[src/rtl/iter_alu.sv]
// Multi-cycle ALU: logic/arithmetic ops finish in one cycle, shifts move one bit per cycle.
// Operands are captured on start in IDLE; Result and Zero are registered and hold until the next completion.
module iter_alu (
    input  logic        clk,
    input  logic        reset,
    input  logic        start,
    input  logic [3:0]  Control_in,
    input  logic [31:0] A,
    input  logic [31:0] B,
    output logic        busy,
    output logic        done,
    output logic [31:0] Result,
    output logic        Zero,
    output logic [1:0]  state_dbg
);

    localparam logic [3:0] OP_AND  = 4'b0000;
    localparam logic [3:0] OP_OR   = 4'b0001;
    localparam logic [3:0] OP_ADD  = 4'b0010;
    localparam logic [3:0] OP_XOR  = 4'b0011;
    localparam logic [3:0] OP_SLL  = 4'b0100;
    localparam logic [3:0] OP_SRL  = 4'b0101;
    localparam logic [3:0] OP_SUB  = 4'b0110;
    localparam logic [3:0] OP_SLT  = 4'b0111;
    localparam logic [3:0] OP_SRA  = 4'b1000;
    localparam logic [3:0] OP_SLTU = 4'b1001;

    typedef enum logic [1:0] {
        IDLE  = 2'd0,
        SHIFT = 2'd1,
        DONE  = 2'd2
    } state_t;

    state_t      state;
    logic [3:0]  op;
    logic [31:0] work;
    logic [4:0]  count;

    logic        is_shift;
    logic [31:0] alu_out;
    logic [31:0] idle_result;
    logic [31:0] shift_next;

    assign state_dbg = state;

    // Handshake: start is a request accepted only while busy=0 (IDLE); there is no
    // back-pressure on the result, done is a single-cycle valid with Result/Zero.
    always_comb begin
        is_shift = (Control_in == OP_SLL) || (Control_in == OP_SRL) ||
                   (Control_in == OP_SRA);
    end

    always_comb begin
        alu_out = 32'd0;
        case (Control_in)
            OP_AND:  alu_out = A & B;
            OP_OR:   alu_out = A | B;
            OP_ADD:  alu_out = A + B;
            OP_SUB:  alu_out = A - B;
            OP_XOR:  alu_out = A ^ B;
            OP_SLT:  alu_out = {31'd0, ($signed(A) < $signed(B))};
            OP_SLTU: alu_out = {31'd0, (A < B)};
            default: alu_out = 32'd0;
        endcase
    end

    // A shift with zero amount passes A straight through on the fast path.
    always_comb begin
        idle_result = is_shift ? A : alu_out;
    end

    always_comb begin
        shift_next = work;
        case (op)
            OP_SLL:  shift_next = {work[30:0], 1'b0};
            OP_SRL:  shift_next = {1'b0, work[31:1]};
            OP_SRA:  shift_next = {work[31], work[31:1]};
            default: shift_next = work;
        endcase
    end

    always_ff @(posedge clk) begin
        if (reset) begin
            state  <= IDLE;
            busy   <= 1'b0;
            done   <= 1'b0;
            Result <= 32'd0;
            Zero   <= 1'b1;
            count  <= 5'd0;
            op     <= 4'd0;
            work   <= 32'd0;
        end else begin
            case (state)
                IDLE: begin
                    done <= 1'b0;
                    if (start) begin
                        op   <= Control_in;
                        busy <= 1'b1;
                        if (is_shift && (B[4:0] != 5'd0)) begin
                            work  <= A;
                            count <= B[4:0];
                            state <= SHIFT;
                        end else begin
                            Result <= idle_result;
                            Zero   <= (idle_result == 32'd0);
                            done   <= 1'b1;
                            state  <= DONE;
                        end
                    end
                end
                SHIFT: begin
                    work  <= shift_next;
                    count <= count - 5'd1;
                    if (count == 5'd1) begin
                        Result <= shift_next;
                        Zero   <= (shift_next == 32'd0);
                        done   <= 1'b1;
                        state  <= DONE;
                    end
                end
                DONE: begin
                    done  <= 1'b0;
                    busy  <= 1'b0;
                    state <= IDLE;
                end
                default: begin
                    done  <= 1'b0;
                    busy  <= 1'b0;
                    state <= IDLE;
                end
            endcase
        end
    end

endmodule
[config.mk]
export PLATFORM = sky130hd
export DESIGN_NAME = iter_alu
export DESIGN_NICKNAME = d
export VERILOG_FILES = /design/src/rtl/iter_alu.sv
export SDC_FILE = /design/constraint.sdc
export NUM_CORES = 1
export LEC_CHECK = 0
export BUFFER_PORTS_ARGS = -buffer_cell sky130_fd_sc_hd__buf_2
export CAP_MARGIN = 20
export CORE_AREA = 2 2 131 133
export DETAILED_ROUTE_END_ITERATION = 10
export DIE_AREA = 0 0 133 135
export PLACE_DENSITY = 0.93
export SETUP_SLACK_MARGIN = 0.2
export SLEW_MARGIN = 40
export SYNTH_ARGS = -nofsm -noshare
export SYNTH_HDL_FRONTEND = slang
export SYNTH_SLANG_ARGS = --single-unit
[constraint.sdc]
create_clock -name clk -period 4.35 [get_ports clk]
set_clock_uncertainty 0.15 [all_clocks]
set_input_delay 0.6525 -clock clk [delete_from_list [all_inputs] [get_ports clk]]
set_output_delay 0.6525 -clock clk [all_outputs]
set_load 0.02 [all_outputs]
# After elaboration in Yosys (flattened, before gate mapping)

Cells that the tools add are included.

Logic and storage cells: 76
Output and inout bits: 37
Flip-flop bits (word level): 78
Input port bits: 71

Reductions and logical operators: 14
Bitwise gates (word level): 4
Eq/ne operators: 18
Multiplexer cells: 27
Magnitude comparators: 2
$add $sub $neg: 3

Operator list:

| cell                                                 | number |
|---|---|
| case mux 32 bit (7 select lines)                     | 1 |
| 2-to-1 mux 32 bit                                    | 6 |
| case mux 32 bit (2 select lines)                     | 2 |
| case mux 32 bit (3 select lines)                     | 1 |
| zero test 32 bit                                     | 2 |
| less-than comparator 32 bit                          | 2 |
| adder 32 bit                                         | 1 |
| bitwise AND 32 bit                                   | 1 |
| OR 32 bit                                            | 1 |
| subtractor 32 bit                                    | 1 |
| bitwise XOR 32 bit                                   | 1 |
| equality test 4 x 3 -> 1 bit (second input constant) | 6 |
| equality test 4 bit (second input constant)          | 3 |
| 2-to-1 mux 5 bit                                     | 2 |
| case mux 5 bit (2 select lines)                      | 1 |
| equality test 4 x 2 -> 1 bit (second input constant) | 2 |
| inequality test 2 bit (second input constant)        | 4 |
| 2-to-1 mux 1 bit                                     | 7 |
| 2-to-1 mux 2 bit                                     | 3 |
| case mux 1 bit (2 select lines)                      | 3 |
| AND reduction 2 bit                                  | 3 |
| equality test 5 x 1 -> 1 bit (second input constant) | 1 |
| nonzero test 5 bit                                   | 1 |
| subtractor 5 x 1 -> 5 bit (second input constant)    | 1 |
| other kinds (11)                                     | 12 |

# Depth between registers and ports, before layout

Depth after elaboration: 8
Depth in mapped cells: 15
Gate-level depth less buffers: 15

# Least setup slack after synthesis

No wires, ideal clock.

Kind: input to register
Start point: input A[0]
End point: register Zero
Path slack: 716 ps
Stages: 15
Data required time: 4113 ps
Arrival time: 3397 ps
Path buffers: 0
Library setup time: 87 ps
Cells stage by stage: inv_1 -> ha_1 -> inv_1 -> fa_1 -> nor2b_1 -> o31ai_2 -> o32a_1 -> a32oi_1 -> a211o_1 -> or4_1 -> nor4_2 -> nand3_1 -> nor4_2 -> nand4_1 -> o31ai_1

Word-level cells in the longest chain between the ends: 7
Elaborated cells between the ends (all ways): 13
Those cells by class: add/sub (2); order compare (2); mux (5); bitwise (3); reduce/logical (1)

Ends and longest elaborated chain:

| element                                   | RTL line | text |
|---|---|---|
| from (decl)                               | 8        | `input logic [31:0] A,` |
| subtractor 32 bit (tied with other cells) | 59       | `OP_SUB: alu_out = A - B;` |
| case mux 32 bit (7 select lines)          | 55       | `case (Control_in)` |
| 2-to-1 mux 32 bit *                       | 69       | `idle_result = is_shift ? A : alu_out;` |
| zero test 32 bit *                        | 105      | `Zero <= (idle_result == 32'd0);` |
| 2-to-1 mux 1 bit *                        | 99       | `if (is_shift && (B[4:0] != 5'd0)) begin` |
| 2-to-1 mux 1 bit *                        | 96       | `if (start) begin` |
| case mux 1 bit (2 select lines) *         | 93       | `case (state)` |
| to (signal assigned)                      | 105      |  |
| to (signal assigned)                      | 116      | `Zero <= (shift_next == 32'd0);` |
| to (decl)                                 | 13       | `output logic Zero,` |

Mark *: on every way between the ends. The rest lies on a longest branch, timed or not. The select of a mux whose other input is x is not followed.
A chain may end at the register's enable or synchronous reset.

# Worst setup path after layout

Start point: input B[0]
End point: register Zero

Word-level cells in the longest chain between the ends: 7
Elaborated cells between the ends (all ways): 17
Those cells by class: add/sub (2); order compare (2); eq/ne (1); mux (5); bitwise (3); reduce/logical (4)

Ends and longest elaborated chain:

| element                                   | RTL line | text |
|---|---|---|
| from (decl)                               | 9        | `input logic [31:0] B,` |
| subtractor 32 bit (tied with other cells) | 59       |  |
| case mux 32 bit (7 select lines)          | 55       |  |
| 2-to-1 mux 32 bit                         | 69       |  |
| zero test 32 bit                          | 105      |  |
| 2-to-1 mux 1 bit                          | 99       |  |
| 2-to-1 mux 1 bit                          | 96       |  |
| case mux 1 bit (2 select lines)           | 93       |  |

Several ways; a longest one is shown, not always the timed one. The select of a mux whose other input is x is not followed.

==> flow_metrics.env <==
export IMPL_netlist_top_cells_area="dfxtp_1, ha_1, nand2_1"
export IMPL_synth_top_family_by_area="compound AO/OA/AOI/OAI gates"
export IMPL_routabilityCongestion=1.08
export IMPL_die_h_um=135
export IMPL_rr_worst_depth=11
export IMPL_fin_ws_ns=0.434
export IMPL_switching_share=0.407
export IMPL_num_rows=47
export IMPL_fmax_ghz=0.255
export IMPL_numCtsBuffers=9
export IMPL_start_kind="input port"
export IMPL_worst_pin_slew_ns=0.878
export IMPL_arrival_ns=4.02
export IMPL_ir_drop_v=0.000247
export IMPL_seq_area_frac_synth=0.157
export IMPL_power_leakage_nw=4.96
export IMPL_final_setup_viol_count=0
export IMPL_pwr_share_comb=0.444
export IMPL_power_switching_mw=1.19
export IMPL_rsz0062_at_grt="false"
export IMPL_placed_cell_area_sq_um=11000
export IMPL_cp_slowest_cell="a2111o_1"
export IMPL_r2r_start="op[0]$_SDFFE_PP0P_"
export IMPL_yosys_top_cells_count="nand2_1, nor2_1, a21oi_1"
export IMPL_clkPwrFrac=0.277
export IMPL_antenna_found_initial=0
export IMPL_die_width_um=133
export IMPL_postLayoutCellArea_sq_um=11300
export IMPL_clockRootBuffer="clkbuf_16"
export IMPL_cts_max_level=3
export IMPL_synth_most_common_cell="nand2_1"
export IMPL_antenna_cells=0
export IMPL_drc_errors=0
export IMPL_clk_latency_ns=0.34
export IMPL_synthMuxAreaShare=0.0134
export IMPL_grt_pass1_vias=11267
export IMPL_yosysTopAreaCell="dfxtp_1"
export IMPL_grt_pass1_wl_mm=60.5
export IMPL_dr_wl_met3_mm=5.71
export IMPL_port_buffers=107
export IMPL_max_stage_delay_ns=0.54
export IMPL_ys_ff_latch=78
export IMPL_path_clk_slew_ns=0.06
export IMPL_die_area_sq_um=18000
export IMPL_pwr_density_cell_nw_per_um2=260
export IMPL_hold_viol=0
export IMPL_nets=1723
export IMPL_slew_viol_final=0
export IMPL_holdPathEnd="Result[5]$_SDFFE_PP0P_"
export IMPL_synthAdderAreaFrac=0.131
export IMPL_period_needed_ns=3.92
export IMPL_synthXorXnorAreaFrac=0.00439
export IMPL_cts_num_sinks=78
export IMPL_pwr_share_seq=0.279
export IMPL_critical_path_peak_fanout=5
export IMPL_fillerInstances=1392
export IMPL_netlist_instances=1458
export IMPL_place_ws_ns=0.108
export IMPL_wl_mm=39.1
export IMPL_core_sq_um=16400
export IMPL_hp_start="Result[5]$_SDFFE_PP0P_"
export IMPL_cts_repair_resized=0
export IMPL_yosysWarnings=0
export IMPL_avgSynthCellArea_sq_um=6.83
export IMPL_period_share=0.900
export IMPL_areaGrowthSynthToFinish_pct=13.5
export IMPL_max_cap_viol_count=0
export IMPL_cts_tree="built"
export IMPL_start_util=0.607
export IMPL_grt_use_total=0.421
export IMPL_whs_path_depth=2
export IMPL_ys_types=99
export IMPL_p_int_mw=1.74
export IMPL_routed_via_count=12356
export IMPL_synth_fp_nets=1632
export IMPL_reg2reg_slack_ns=1.14
export IMPL_vias_per_cell=6.97
export IMPL_top_layer="met4"
export IMPL_synth_top_area_share=0.157
export IMPL_drt_wirelength_per_cell_um=22.0
export IMPL_drtPass1Iterations=7
export IMPL_relSlewSlack=0.414
export IMPL_ios=108
export IMPL_synth_edf_count=0
export IMPL_layout_drive_gt1_share=0.162
export IMPL_antenna_left=0
export IMPL_wl_met2_mm=16.5
export IMPL_crit_chain="buf_2 > ha_1 > inv_1 > fa_1 > and2b_1 > o2111ai_1 > a2111o_1 > a31oi_2 > o221ai_1 > a222oi_1 > nand4_1 > nor4_2 > nand4_1 > o31ai_1"
export IMPL_async_flop_share=0
export IMPL_hp_class="register to register"
export IMPL_status="finished, final reports clean"
export IMPL_tns_ns=0
export IMPL_crit_type="input port to register"
export IMPL_reg2reg_to="Zero$_SDFFE_PP1P_"
export IMPL_synth_compound_area_frac=0.357
export IMPL_clockBufferDepth=2
export IMPL_grt_overflow_total=0
export IMPL_synth_flop_cell="dfxtp_1"
export IMPL_dp_final_hpwl_mm=29.8
export IMPL_yosys_area_share_simple=0.253
export IMPL_drt_met1_wl_mm=14.6
export IMPL_cp_common_cell="nand4_1"
export IMPL_hold_ws_ns=0.302
export IMPL_grt_max_degree=62
export IMPL_drt_iter0_markers=2030
export IMPL_fin_total_pwr_mw=2.94
export IMPL_cp_end_kind="register"
export IMPL_syn_area_sq_um=9960
export IMPL_cp_required_ns=4.46
-- flip-flops by register name, summed over array words and instances (netlist names) --
name and flops:
op 4, count 5, Zero 1, busy 1, done 1, Result 32
state_dbg 2, work 32
-- critical path: cells and delay by family --
kind / cells / cell delay [ns]
AO/OA/AOI/OAI: 6 / 1.75
AND/OR/NAND/NOR: 4 / 0.82
adder cells (fa/ha/maj): 2 / 0.60
buffers and inverters: 2 / 0.20
-- power groups by stage --
stage	clock [mW]	combinational, mW	sequential (mW)
after floorplan	0	0.781	0.854
after global placement	0	1.23	0.827
after detailed placement	0	1.24	0.829
after CTS	0.811	1.25	0.815
after global routing	0.838	1.39	0.822
final	0.813	1.30	0.818
-- final cells by class --
class                   instances  area [sq um]  share of cell area
multi-input cells            1173          7600               0.672
clock inverters                 7          97.6             0.00863
clock buffers                   9           225              0.0199
inverters                     103           387              0.0342
repair buffers                184          1160               0.103
flip-flops and latches         78          1560               0.138
well taps                     220           275              0.0243
-- metal layers --
layer  up-vias  track usage
met1      5597        0.557
met5         -            0
li1       5499            -
met4         0        0.203
met3       230       0.0920
met2      1030        0.653
-- layout by cell type (no fill, tap or decap), types with 14 or more instances in the layout --
cell      count
dfxtp_1      78
a311oi_1     22
nand3_1      33
ha_1        101
nand2_1     207
a22oi_1      30
a21oi_1     128
a21o_1       14
buf_4        73
nand2b_1     14
a211oi_1     33
nor2_1      135
o211ai_1     24
nor3_1       33
buf_2       107
a22o_1       21
and2_1       20
o21ai_0      74
inv_1        96
-- cell families after synthesis --
group / after synthesis
adder cells (fa/ha/maj): 103
AND/OR/NAND/NOR: 539
buffers and inverters: 207
multiplexers: 13
flip-flops: 78
XOR/XNOR: 5
AO/OA/AOI/OAI: 513
-- how the worst max path moves through the flow --
| stage | cells after the start | slack [ns] | end | from |
|---|---|---|---|---|
| finish | 14 | 0.43 | Zero$_SDFFE_PP1P_ | B[0] |
| global route | 14 | 0.24 | Zero$_SDFFE_PP1P_ | B[0] |
| CTS | 14 | 0.44 | Zero$_SDFFE_PP1P_ | B[0] |
| detailed placement | 14 | 0.11 | Zero$_SDFFE_PP1P_ | B[0] |
| global placement | 15 | 0.25 | Zero$_SDFFE_PP1P_ | A[11] |
| floorplan | 15 | 0.72 | Zero$_SDFFE_PP1P_ | A[0] |
-- timing repair --
| item | 4_1_cts | 5_1_grt |
|---|---|---|
| buffers inserted | 0 | 1 |
| endpoints found under the setup margin | 0 | 1 |
| hold buffers | 0 | 0 |
-- metrics by stage --
step	std cells	utilization
after floorplan	1458	-
after global placement	1757	0.669
after detailed placement	1757	0.669
after CTS	1773	0.689
after global routing	1774	0.689
final	1774	0.689
Power figures use the tool's default switching activity.
